File: src/rtl/gsim_mem_loader_pkg.sv
// rtl/gsim_mem_loader_pkg.sv - shared types, constants and address helpers for the matrix read loader
// Contents:
//   state_t   loader FSM encoding (IDLE, REQ, DRAIN, WAIT_REL, DONE)
//   row_t     FIFO entry: 256-bit row word plus its matrix and row tag
//   word_idx  fetch-order position -> row index (b first, then rows 0..15)
//   word_addr matrix index + fetch-order position -> memory word address
package gsim_mem_loader_pkg;

    localparam int WPM      = 17;
    localparam int B_OFFSET = 16;
    localparam int MEM_AW   = 10;
    localparam int ROW_W    = 256;
    localparam int TAG_W    = 5;

    typedef enum logic [2:0] {
        IDLE,
        REQ,
        DRAIN,
        WAIT_REL,
        DONE
    } state_t;

    typedef struct packed {
        logic [ROW_W-1:0] data;
        logic [TAG_W-1:0] mtx;
        logic [TAG_W-1:0] idx;
    } row_t;

    // The b word is fetched first so the engine has it before any row arrives.
    function automatic logic [TAG_W-1:0] word_idx(input logic [TAG_W-1:0] pos);
        return (pos == '0) ? TAG_W'(B_OFFSET) : pos - 1'b1;
    endfunction

    // Matrices are packed back to back, 17 words each: base = m*17 = m*16 + m.
    function automatic logic [MEM_AW-1:0] word_addr(input logic [TAG_W-1:0] m,
                                                     input logic [TAG_W-1:0] pos);
        logic [MEM_AW-1:0] base;
        base = ({5'd0, m} << 4) + {5'd0, m};
        return base + {5'd0, word_idx(pos)};
    endfunction

endpackage

File: src/rtl/gsim_mem_loader_if.sv
// rtl/gsim_mem_loader_if.sv - control, memory read and row stream signals of the matrix loader
// Signals:
//   i_module_en, i_matrix_num        start pulse and matrix count
//   o_mem_rreq, o_mem_addr, i_mem_rrdy, i_mem_dout, i_mem_dout_vld   memory read port
//   o_row_vld, o_row_data, o_row_idx, o_row_mtx, i_row_rdy           row stream to engine
//   i_mtx_release, o_load_done       engine release pulse and completion pulse
// Modports: master = loader side, slave = environment (memory + engine) side.
interface gsim_mem_loader_if;
    import gsim_mem_loader_pkg::*;

    logic                i_module_en;
    logic [TAG_W-1:0]    i_matrix_num;
    logic                o_mem_rreq;
    logic [MEM_AW-1:0]   o_mem_addr;
    logic                i_mem_rrdy;
    logic [ROW_W-1:0]    i_mem_dout;
    logic                i_mem_dout_vld;
    logic                o_row_vld;
    logic [ROW_W-1:0]    o_row_data;
    logic [TAG_W-1:0]    o_row_idx;
    logic [TAG_W-1:0]    o_row_mtx;
    logic                i_row_rdy;
    logic                i_mtx_release;
    logic                o_load_done;

    modport master (
        input  i_module_en, i_matrix_num, i_mem_rrdy, i_mem_dout, i_mem_dout_vld,
               i_row_rdy, i_mtx_release,
        output o_mem_rreq, o_mem_addr, o_row_vld, o_row_data, o_row_idx, o_row_mtx,
               o_load_done
    );

    modport slave (
        output i_module_en, i_matrix_num, i_mem_rrdy, i_mem_dout, i_mem_dout_vld,
               i_row_rdy, i_mtx_release,
        input  o_mem_rreq, o_mem_addr, o_row_vld, o_row_data, o_row_idx, o_row_mtx,
               o_load_done
    );

endinterface

File: src/rtl/gsim_rd_fifo.sv
// rtl/gsim_rd_fifo.sv - small synchronous FIFO holding returned row words with their tags
// Ports:
//   i_clk, i_reset    clock, asynchronous active-high reset (clears contents)
//   push, push_data   write request; dropped when full unless a pop happens the same cycle
//   pop               read request; ignored when empty
//   head              oldest entry (registered storage, valid when count != 0)
//   count             number of entries held, 0..DEPTH
module gsim_rd_fifo #(
    parameter int DEPTH = 4,
    parameter int W     = 266,
    parameter int CW    = $clog2(DEPTH + 1)
) (
    input  logic          i_clk,
    input  logic          i_reset,
    input  logic          push,
    input  logic [W-1:0]  push_data,
    input  logic          pop,
    output logic [W-1:0]  head,
    output logic [CW-1:0] count
);

    localparam int PW = (DEPTH > 1) ? $clog2(DEPTH) : 1;

    logic [W-1:0]  mem [DEPTH];
    logic [PW-1:0] wr_ptr;
    logic [PW-1:0] rd_ptr;
    logic          do_push;
    logic          do_pop;

    function automatic logic [PW-1:0] ptr_inc(input logic [PW-1:0] p);
        return (p == PW'(DEPTH - 1)) ? '0 : p + 1'b1;
    endfunction

    assign do_pop  = pop && (count != '0);
    // A pop frees the head slot in the same edge, so a full FIFO can still take a push.
    assign do_push = push && ((count != CW'(DEPTH)) || do_pop);
    assign head    = mem[rd_ptr];

    always_ff @(posedge i_clk or posedge i_reset) begin
        if (i_reset) begin
            wr_ptr <= '0;
            rd_ptr <= '0;
            count  <= '0;
            for (int i = 0; i < DEPTH; i++) begin
                mem[i] <= '0;
            end
        end else begin
            if (do_push) begin
                mem[wr_ptr] <= push_data;
                wr_ptr      <= ptr_inc(wr_ptr);
            end
            if (do_pop) begin
                rd_ptr <= ptr_inc(rd_ptr);
            end
            case ({do_push, do_pop})
                2'b10:   count <= count + 1'b1;
                2'b01:   count <= count - 1'b1;
                default: count <= count;
            endcase
        end
    end

endmodule

File: src/rtl/gsim_mem_loader.sv
// rtl/gsim_mem_loader.sv - read scheduler feeding matrix words from memory to the Gauss-Seidel engine
// Ports:
//   i_clk     clock
//   i_reset   asynchronous active-high reset; aborts any load in progress
//   bus       gsim_mem_loader_if.master: start/count, memory read port, row stream, release/done
// Each matrix is fetched as b (address base+16) followed by rows 0..15; reads are
// credit-limited so in-flight reads plus buffered words never exceed DEPTH.
module gsim_mem_loader
    import gsim_mem_loader_pkg::*;
#(
    parameter int DEPTH = 4
) (
    input logic               i_clk,
    input logic               i_reset,
    gsim_mem_loader_if.master bus
);

    localparam int CW = $clog2(DEPTH + 1);

    state_t           state;
    state_t           state_next;
    logic [TAG_W-1:0] n_lat;
    logic [TAG_W-1:0] m;
    logic [TAG_W-1:0] w;
    logic [TAG_W-1:0] ret_cnt;
    logic [TAG_W-1:0] pop_cnt;
    logic [CW-1:0]    outstanding;
    logic [CW-1:0]    fifo_count;
    logic [CW:0]      used;
    logic             credit_ok;
    logic             rel_flag;
    logic             accept;
    logic             rd_vld;
    logic             pop;
    logic             enter_req;
    row_t             push_row;
    row_t             head_row;

    assign accept    = bus.o_mem_rreq && bus.i_mem_rrdy;
    // Returns with nothing outstanding are stale (issued before a reset) and are dropped.
    assign rd_vld    = bus.i_mem_dout_vld && (outstanding != '0);
    assign pop       = bus.o_row_vld && bus.i_row_rdy;
    assign used      = {1'b0, outstanding} + {1'b0, fifo_count};
    assign credit_ok = used < (CW + 1)'(DEPTH);
    assign enter_req = (state_next == REQ) && (state != REQ);

    // Only one matrix is ever in flight, so the current m tags every returned word.
    assign push_row.data = bus.i_mem_dout;
    assign push_row.mtx  = m;
    assign push_row.idx  = word_idx(ret_cnt);

    gsim_rd_fifo #(
        .DEPTH (DEPTH),
        .W     ($bits(row_t)),
        .CW    (CW)
    ) u_fifo (
        .i_clk     (i_clk),
        .i_reset   (i_reset),
        .push      (rd_vld),
        .push_data (push_row),
        .pop       (pop),
        .head      (head_row),
        .count     (fifo_count)
    );

    assign bus.o_row_vld  = (fifo_count != '0);
    assign bus.o_row_data = bus.o_row_vld ? head_row.data : '0;
    assign bus.o_row_idx  = bus.o_row_vld ? head_row.idx  : '0;
    assign bus.o_row_mtx  = bus.o_row_vld ? head_row.mtx  : '0;

    always_ff @(posedge i_clk or posedge i_reset) begin
        if (i_reset) begin
            state <= IDLE;
        end else begin
            state <= state_next;
        end
    end

    always_comb begin
        state_next      = state;
        bus.o_mem_rreq  = 1'b0;
        bus.o_mem_addr  = '0;
        bus.o_load_done = 1'b0;
        case (state)
            IDLE: begin
                if (bus.i_module_en) begin
                    state_next = (bus.i_matrix_num == '0) ? DONE : REQ;
                end
            end
            REQ: begin
                bus.o_mem_rreq = credit_ok;
                bus.o_mem_addr = word_addr(m, w);
                if (accept && (w == TAG_W'(WPM - 1))) begin
                    state_next = DRAIN;
                end
            end
            DRAIN: begin
                if (pop_cnt == TAG_W'(WPM)) begin
                    state_next = WAIT_REL;
                end
            end
            WAIT_REL: begin
                if (rel_flag) begin
                    state_next = (m == n_lat - 1'b1) ? DONE : REQ;
                end
            end
            DONE: begin
                bus.o_load_done = 1'b1;
                state_next      = IDLE;
            end
            default: state_next = IDLE;
        endcase
    end

    always_ff @(posedge i_clk or posedge i_reset) begin
        if (i_reset) begin
            n_lat       <= '0;
            m           <= '0;
            w           <= '0;
            ret_cnt     <= '0;
            pop_cnt     <= '0;
            outstanding <= '0;
            rel_flag    <= 1'b0;
        end else begin
            if (state == IDLE && bus.i_module_en) begin
                n_lat <= bus.i_matrix_num;
                m     <= '0;
            end else if (state == WAIT_REL && state_next == REQ) begin
                m <= m + 1'b1;
            end

            if (enter_req) begin
                w       <= '0;
                ret_cnt <= '0;
                pop_cnt <= '0;
            end else begin
                if (accept) begin
                    w <= w + 1'b1;
                end
                if (rd_vld) begin
                    ret_cnt <= ret_cnt + 1'b1;
                end
                if (pop) begin
                    pop_cnt <= pop_cnt + 1'b1;
                end
            end

            case ({accept, rd_vld})
                2'b10:   outstanding <= outstanding + 1'b1;
                2'b01:   outstanding <= outstanding - 1'b1;
                default: outstanding <= outstanding;
            endcase

            // The engine may finish early; remember the release until WAIT_REL consumes it.
            if (state == WAIT_REL && state_next != WAIT_REL) begin
                rel_flag <= 1'b0;
            end else if (bus.i_mtx_release &&
                         (state == REQ || state == DRAIN || state == WAIT_REL)) begin
                rel_flag <= 1'b1;
            end
        end
    end

endmodule

File: src/flat_wrapper.sv
// flat-port wrapper written by rule: the top's interface ports become plain ports
module gsim_mem_loader_flat import gsim_mem_loader_pkg::*;
#(
    parameter int DEPTH = 4
)
  (i_clk, i_reset, bus_i_module_en, bus_i_matrix_num, bus_i_mem_rrdy, bus_i_mem_dout, bus_i_mem_dout_vld, bus_i_row_rdy, bus_i_mtx_release, bus_o_mem_rreq, bus_o_mem_addr, bus_o_row_vld, bus_o_row_data, bus_o_row_idx, bus_o_row_mtx, bus_o_load_done);
  gsim_mem_loader_if bus_i ();
  input logic i_clk;
  input logic i_reset;
  input wire logic [$bits(bus_i.i_module_en)-1:0] bus_i_module_en;
  input wire logic [$bits(bus_i.i_matrix_num)-1:0] bus_i_matrix_num;
  input wire logic [$bits(bus_i.i_mem_rrdy)-1:0] bus_i_mem_rrdy;
  input wire logic [$bits(bus_i.i_mem_dout)-1:0] bus_i_mem_dout;
  input wire logic [$bits(bus_i.i_mem_dout_vld)-1:0] bus_i_mem_dout_vld;
  input wire logic [$bits(bus_i.i_row_rdy)-1:0] bus_i_row_rdy;
  input wire logic [$bits(bus_i.i_mtx_release)-1:0] bus_i_mtx_release;
  output wire logic [$bits(bus_i.o_mem_rreq)-1:0] bus_o_mem_rreq;
  output wire logic [$bits(bus_i.o_mem_addr)-1:0] bus_o_mem_addr;
  output wire logic [$bits(bus_i.o_row_vld)-1:0] bus_o_row_vld;
  output wire logic [$bits(bus_i.o_row_data)-1:0] bus_o_row_data;
  output wire logic [$bits(bus_i.o_row_idx)-1:0] bus_o_row_idx;
  output wire logic [$bits(bus_i.o_row_mtx)-1:0] bus_o_row_mtx;
  output wire logic [$bits(bus_i.o_load_done)-1:0] bus_o_load_done;
  assign bus_i.i_module_en = bus_i_module_en;
  assign bus_i.i_matrix_num = bus_i_matrix_num;
  assign bus_i.i_mem_rrdy = bus_i_mem_rrdy;
  assign bus_i.i_mem_dout = bus_i_mem_dout;
  assign bus_i.i_mem_dout_vld = bus_i_mem_dout_vld;
  assign bus_i.i_row_rdy = bus_i_row_rdy;
  assign bus_i.i_mtx_release = bus_i_mtx_release;
  assign bus_o_mem_rreq = bus_i.o_mem_rreq;
  assign bus_o_mem_addr = bus_i.o_mem_addr;
  assign bus_o_row_vld = bus_i.o_row_vld;
  assign bus_o_row_data = bus_i.o_row_data;
  assign bus_o_row_idx = bus_i.o_row_idx;
  assign bus_o_row_mtx = bus_i.o_row_mtx;
  assign bus_o_load_done = bus_i.o_load_done;
  gsim_mem_loader #(.DEPTH(DEPTH)) u_core (.i_clk(i_clk), .i_reset(i_reset), .bus(bus_i));
endmodule
File: config.mk
export PLATFORM = sky130hd
export DESIGN_NAME = gsim_mem_loader_flat
export DESIGN_NICKNAME = d
export VERILOG_FILES = /design/src/rtl/gsim_mem_loader_pkg.sv /design/src/rtl/gsim_mem_loader_if.sv /design/src/rtl/gsim_rd_fifo.sv /design/src/rtl/gsim_mem_loader.sv /design/src/flat_wrapper.sv
export SDC_FILE = /design/constraint.sdc
export NUM_CORES = 2
export LEC_CHECK = 0
export ABC_AREA = 1
export CORE_UTILIZATION = 39
export CTS_BUF_LIST = sky130_fd_sc_hd__clkbuf_16
export CTS_CLUSTER_SIZE = 28
export DETAILED_ROUTE_END_ITERATION = 6
export MAX_ROUTING_LAYER = met4
export PLACE_DENSITY = 0.61
export SYNTH_ARGS = -nofsm -noshare
export SYNTH_HDL_FRONTEND = slang
export SYNTH_SLANG_ARGS = --single-unit
File: constraint.sdc
create_clock -name i_clk -period 70.5 [get_ports i_clk]
set_input_delay 10.575 -clock i_clk [delete_from_list [all_inputs] [get_ports i_clk]]
set_output_delay 10.575 -clock i_clk [all_outputs]
set_load 0.01 [all_outputs]
== Word level (Yosys, flattened, before mapping) ==
Cells that the tools add are included.
Storage, ports and cells
  register bits after elaboration: 1103
  output and inout port bits: 279
  logic and storage cells: 117
Operators by class
  $lt $le $gt $ge: 4
  add/subtract/negate cells: 16
  bitwise gates (word level): 2
  equality and inequality tests: 17
  reductions and logical operators: 28
  mux-type cells: 35
Operators by type and width (count)
  bitwise mux 1064 bit: 1
  two-way mux 266 bit: 3
  binary-select mux 266 bit (select 2 bit): 1
  demux 266 bit (select 2 bit): 1
  two-way mux 256 bit: 1
  two-way mux 5 bit: 12
  adder 5 x 1 -> 5 bit, second input constant: 4
  two-way mux 3 bit: 6
  zero test 5 bit: 3
  subtractor 5 x 1 -> 5 bit, second input constant: 3
  nonzero test 2 bit: 7
  logical AND 1 bit: 12
  one-hot mux 3 bit (2 select lines): 2
  one-hot mux 3 bit (4 select lines): 1
  adder 10 x 5 -> 10 bit: 1
  adder 9 x 5 -> 10 bit: 1
  == test 5 bit, second input constant: 2
  two-way mux 10 bit: 1
  == test 2 bit, second input constant: 4
  adder 3 x 1 -> 3 bit, second input constant: 2
  == test 3 x 1 -> 1 bit, second input constant: 2
  == test 3 x 2 -> 1 bit, second input constant: 2
  >= comparator 3 bit, second input constant: 2
  NOT 2 -> 3 bit: 2
  16 further kinds: 26

== Longest topological paths before layout ==
  depth after elaboration: 11
  mapped depth: 24
  gate-level depth less buffers: 24

== Modules after synthesis ==
A second synthesis with hierarchy kept.
Second synthesis, totals
  cells, all modules: 7212
  area total of the unflattened synthesis: 55828.5 um2
Modules (own cells, without submodules)
  gsim_rd_fifo: area an instance 51164.1 um2, cells each 6288, seq. area each 26800.7 um2, times used 1
  gsim_mem_loader: area an instance 4664.5 um2, cells each 924, seq. area each 800.8 um2, times used 1

== Worst setup path after synthesis ==
No wires, ideal clock.
  kind: reg-to-output
  from: reg u_core.w[0]
  to: out bus_o_mem_addr[9]
  arrival time: 2810 ps
  stages on the path, launching flop included: 24
  path slack: 57115 ps
  data required time: 59925 ps
  cells stage by stage: dfrtp_1 inv_1 ha_1 inv_1 nor2_1 nand2_1 nor2_1 inv_1 nand2_1 inv_1 ha_1 ha_1 inv_1 fa_1 inv_1 a21o_1 a21oi_1 inv_1 nand2_1 inv_1 nor2_1 nor2_1 inv_1 nor3_1
On the way
  cells in the longest elaborated chain, start to end: 4
RTL lines
  from (decl): RTL line gsim_mem_loader.sv:24  | logic [TAG_W-1:0] w;
  from (signal assigned): RTL line gsim_mem_loader.sv:138  | w <= w + 1'b1;
  subtractor 5 x 1 -> 5 bit or zero test 5 bit (tied branches): RTL line gsim_mem_loader_pkg.sv:31  | return (pos == '0) ? TAG_W'(B_OFFSET) : pos - 1'b1;
  two-way mux 5 bit (*): RTL line gsim_mem_loader_pkg.sv:31
  adder 10 x 5 -> 10 bit (*): RTL line gsim_mem_loader_pkg.sv:39  | return base + {5'd0, word_idx(pos)};
  two-way mux 10 bit (*): RTL line gsim_mem_loader.sv:84  | case (state)
  to (decl): RTL line flat_wrapper.sv:18  | output wire logic [$bits(bus_i.o_mem_addr)-1:0] bus_o_mem_addr;
Every way passes the cells marked *; elsewhere a longest branch is shown, timed or not.

== Worst setup path in the final report ==
  from: reg u_core.u_fifo.rd_ptr[0]
  to: out bus_o_row_data[110]
On the way
  cells in the longest elaborated chain, start to end: 5
RTL lines
  from (decl): RTL line gsim_rd_fifo.sv:26  | logic [PW-1:0] rd_ptr;
  from (signal assigned): RTL line gsim_rd_fifo.sv:53  | rd_ptr <= ptr_inc(rd_ptr);
  NOT 2 -> 3 bit (implied by the code): RTL line gsim_rd_fifo.sv:37  | assign head = mem[rd_ptr];
  binary-select mux 266 bit (select 2 bit): RTL line gsim_rd_fifo.sv:37
  two-way mux 266 bit (implied by the code) (2 in a row): RTL line gsim_rd_fifo.sv:37
  two-way mux 256 bit: RTL line gsim_mem_loader.sv:67  | assign bus.o_row_data = bus.o_row_vld ? head_row.data : '0;
  to (decl): RTL line flat_wrapper.sv:20  | output wire logic [$bits(bus_i.o_row_data)-1:0] bus_o_row_data;
No other way between the ends. The select of a mux whose other input is x is not followed.

==> out/metrics.cfg <==
[status]
status = finished clean

[setup_path]
critPathKind = flip-flop to output pin
critPathCaptureType = output pin
start_kind = flip-flop
crit_arrival_ns = 5.88
critical_path_required_ns = 59.93
cp_max_fo = 89

[clock_network]
cts.sinks = 1103
max-clock-path-buffers = 3
clk_pin_slew_ns = 0.06
clock_latency_ns = 0.74
ctsHoldBuffers = 0
cts_tree = built
cts_setup_buffers = 0
cts_root_buf = clkbuf_16
cts-resized-gates = 0
cts_made_buffers = 120
htree_levels = 3

[yosys]
netlist_area_mm2 = 0.0508
yosys.area.top_type = dfrtp_1
synth_top_area_share = 0.543
syn-num-nets = 5617
avgSynthCellArea_um2 = 9.56
synth.distinct_cells = 38
synth_seq_cells = 1103
synth_commonest_cells = dfrtp_1, nand2_1, o21ai_0, a21oi_1, inv_1
yosysMostFrequentCell = dfrtp_1
synth.area.top_cells = dfrtp_1, mux2_2, o21ai_0, a21oi_1, nand2_1
yosysSeqAreaShare = 0.543
synth_flop_cell = dfrtp_1
ys_warn_count = 0
postSynthCellCount = 5319
ys_async_sr_fraction = 1.00
synth_edf_count = 0

[grt]
grt_pass1_vias = 37200
grt_usage = 0.206
antenna_found_initial = 19
grt_pass1_wl_um = 212000
grt_overflow = 0
grt_max_degree = 247

[sta]
setup_viol = 0
layout_min_cycle_time_ns = 16.45
max-slew-margin-rel = 0.254
skew_ns = 0.0192
fmax_ghz = 0.0608
slew_viol_final = 0
tns_ns = 0
fin_crit_sh = 0.233
hold_violations = 0
tightestPinTransition_ns = 1.12
whs_ns = 0.478
rsz0062_at_grt = false

[layout]
layout.cells.non_filler = 7505
area_delta_synth_final_pct = 19.6
final_layout_size_suffix_gt1_frac = 0.120
nets = 5946
final_cell_area_mm2 = 0.0608

[route]
drt-initial-drc-count = 2930
ant_nets = 0
viasPerCell = 5.12
vias = 38400
wl_um = 133000
dr.pass1.iters = 5
drc_errors = 0
routedWlPerCell_um = 17.7

[pwr]
ir_worst_vdd_v = 0.0000419
powerDensity_mw_per_mm2 = 52.3
leakage_nw = 26.0

[placement]
place_inst = 7268
dpl_cell_area_mm2 = 0.0572
routabilityCongestion = 0.795
dp_hpwl_um = 79700
port_buffers = 546

[run]
drv_cap = 0

[die]
design.die.area_mm2 = 0.132
die_w_um = 363
chipHeight_um = 363
coreArea_mm2 = 0.129
rows = 132
start_util = 0.393
io_pins = 547

[worst_hold_path]
hold_path.class = flip-flop to flip-flop

==> registers in the layout (all words and copies together) (netlist names) <==
name / flops
u_core.state: 3
u_core.rel_flag: 1
u_core.u_fifo.rd_ptr: 2
u_core.w: 5
u_core.u_fifo.count: 3
u_core.u_fifo.mem: 1064
u_core.outstanding: 3
u_core.ret_cnt: 5
u_core.m: 5
u_core.u_fifo.wr_ptr: 2
u_core.n_lat: 5
u_core.pop_cnt: 5
==> worst paths after layout <==
kind / startpoint / to / slack [ns] / cells after the start
setup / recovery: u_core.u_fifo.rd_ptr[0] / bus_o_row_data[110] / 54.05 / 7
hold / removal: u_core.u_fifo.mem[887] / u_core.u_fifo.mem[887] / 0.48 / 1
setup reg to reg: u_core.outstanding[1] / u_core.u_fifo.mem[1007] / 65.00 / 9
hold reg to reg: u_core.u_fifo.mem[887] / u_core.u_fifo.mem[887] / 0.48 / 1
max in group asynchronous: i_reset / u_core.u_fifo.mem[1046] / 55.42 / 7
min in group asynchronous: i_reset / u_core.u_fifo.mem[105] / 10.31 / 2
==> logic make-up (layout without fill, tap and decap cells) <==
| family | count (synthesis) | count (layout) | share of synthesized area |
|---|---|---|---|
| other | 0 | 21 | 0 |
| adders and majority gates | 30 | 30 | 0.00798 |
| and+or+nand+nor | 906 | 906 | 0.0695 |
| AOI/OAI and AO/OA | 1741 | 1741 | 0.182 |
| xor gates and xnor gates | 10 | 10 | 0.00172 |
| DFF | 1103 | 1103 | 0.543 |
| buffers and inverters | 1011 | 1434 | 0.0812 |
| muxes | 518 | 518 | 0.115 |
==> worst max-delay path, cell delays in order (launching register included) <==
cell	delay, ns
dfrtp_4	0.80
buf_4	0.78
buf_4	0.68
buf_4	0.77
buf_4	0.74
o21ai_0	0.22
a21oi_1	0.29
clkdlybuf4s50_1	0.62
==> power by group <==
part           switching (mW)  internal, mW
combinational           0.834         0.686
sequential              0.126         0.950
clock                   0.261         0.320
total                    1.22          1.96
==> layout by cell type, fill, tap and decap left out, types with 2 or more instances in the layout <==
master / n
xnor2_1: 3
buf_12: 7
a31oi_1: 2
dfrtp_4: 2
clkinv_1: 38
mux2_2: 463
bufinv_16: 2
a21oi_1: 628
o21ai_0: 786
nor2_1: 34
dfrtp_1: 1101
buf_4: 41
o21ai_1: 121
nand4_1: 7
o21a_1: 15
ha_1: 26
mux2_1: 54
nor3_1: 6
inv_8: 3
nand3_2: 2
diode_2: 21
inv_1: 639
nand3b_1: 2
xor2_1: 7
nor2_4: 4
nand3_1: 29
o211ai_1: 185
a21o_1: 2
clkbuf_16: 123
clkinv_2: 27
or2_2: 3
clkdlybuf4s50_1: 546
fa_1: 4
nand2_1: 815
==> per-layer routing <==
| layer | up-vias | track usage | wire, um |
|---|---|---|---|
| met5 | - | - | 0 |
| met4 | 0 | 0.0683 | 3810 |
| met3 | 207 | 0.0370 | 6920 |
| met2 | 859 | 0.322 | 63000 |
| met1 | 18900 | 0.269 | 59100 |
| li1 | 18500 | - | - |
==> metrics by stage <==
| step | power, mW | worst slack [ns] | utilization |
|---|---|---|---|
| global placement | 2.58 | 54.39 | 0.442 |
| floorplan | 2.00 | 28.87 | - |
| CTS | 3.21 | 54.08 | 0.470 |
| finish | 3.18 | 54.05 | 0.470 |
| global route | 3.42 | 53.58 | 0.470 |
| detailed placement | 2.61 | 54.33 | 0.442 |
==> layout make-up <==
class,instances,area [um2]
diodes,21,52.6
clock buffers,123,3080
clock inverters,93,510
fillers,12200,68500
inverters,624,2360
multi-input cells,3205,19100
flip-flops and latches,1103,27600
well taps,1742,2180
repair buffers,594,5910
(Power assumes the default switching activity.)
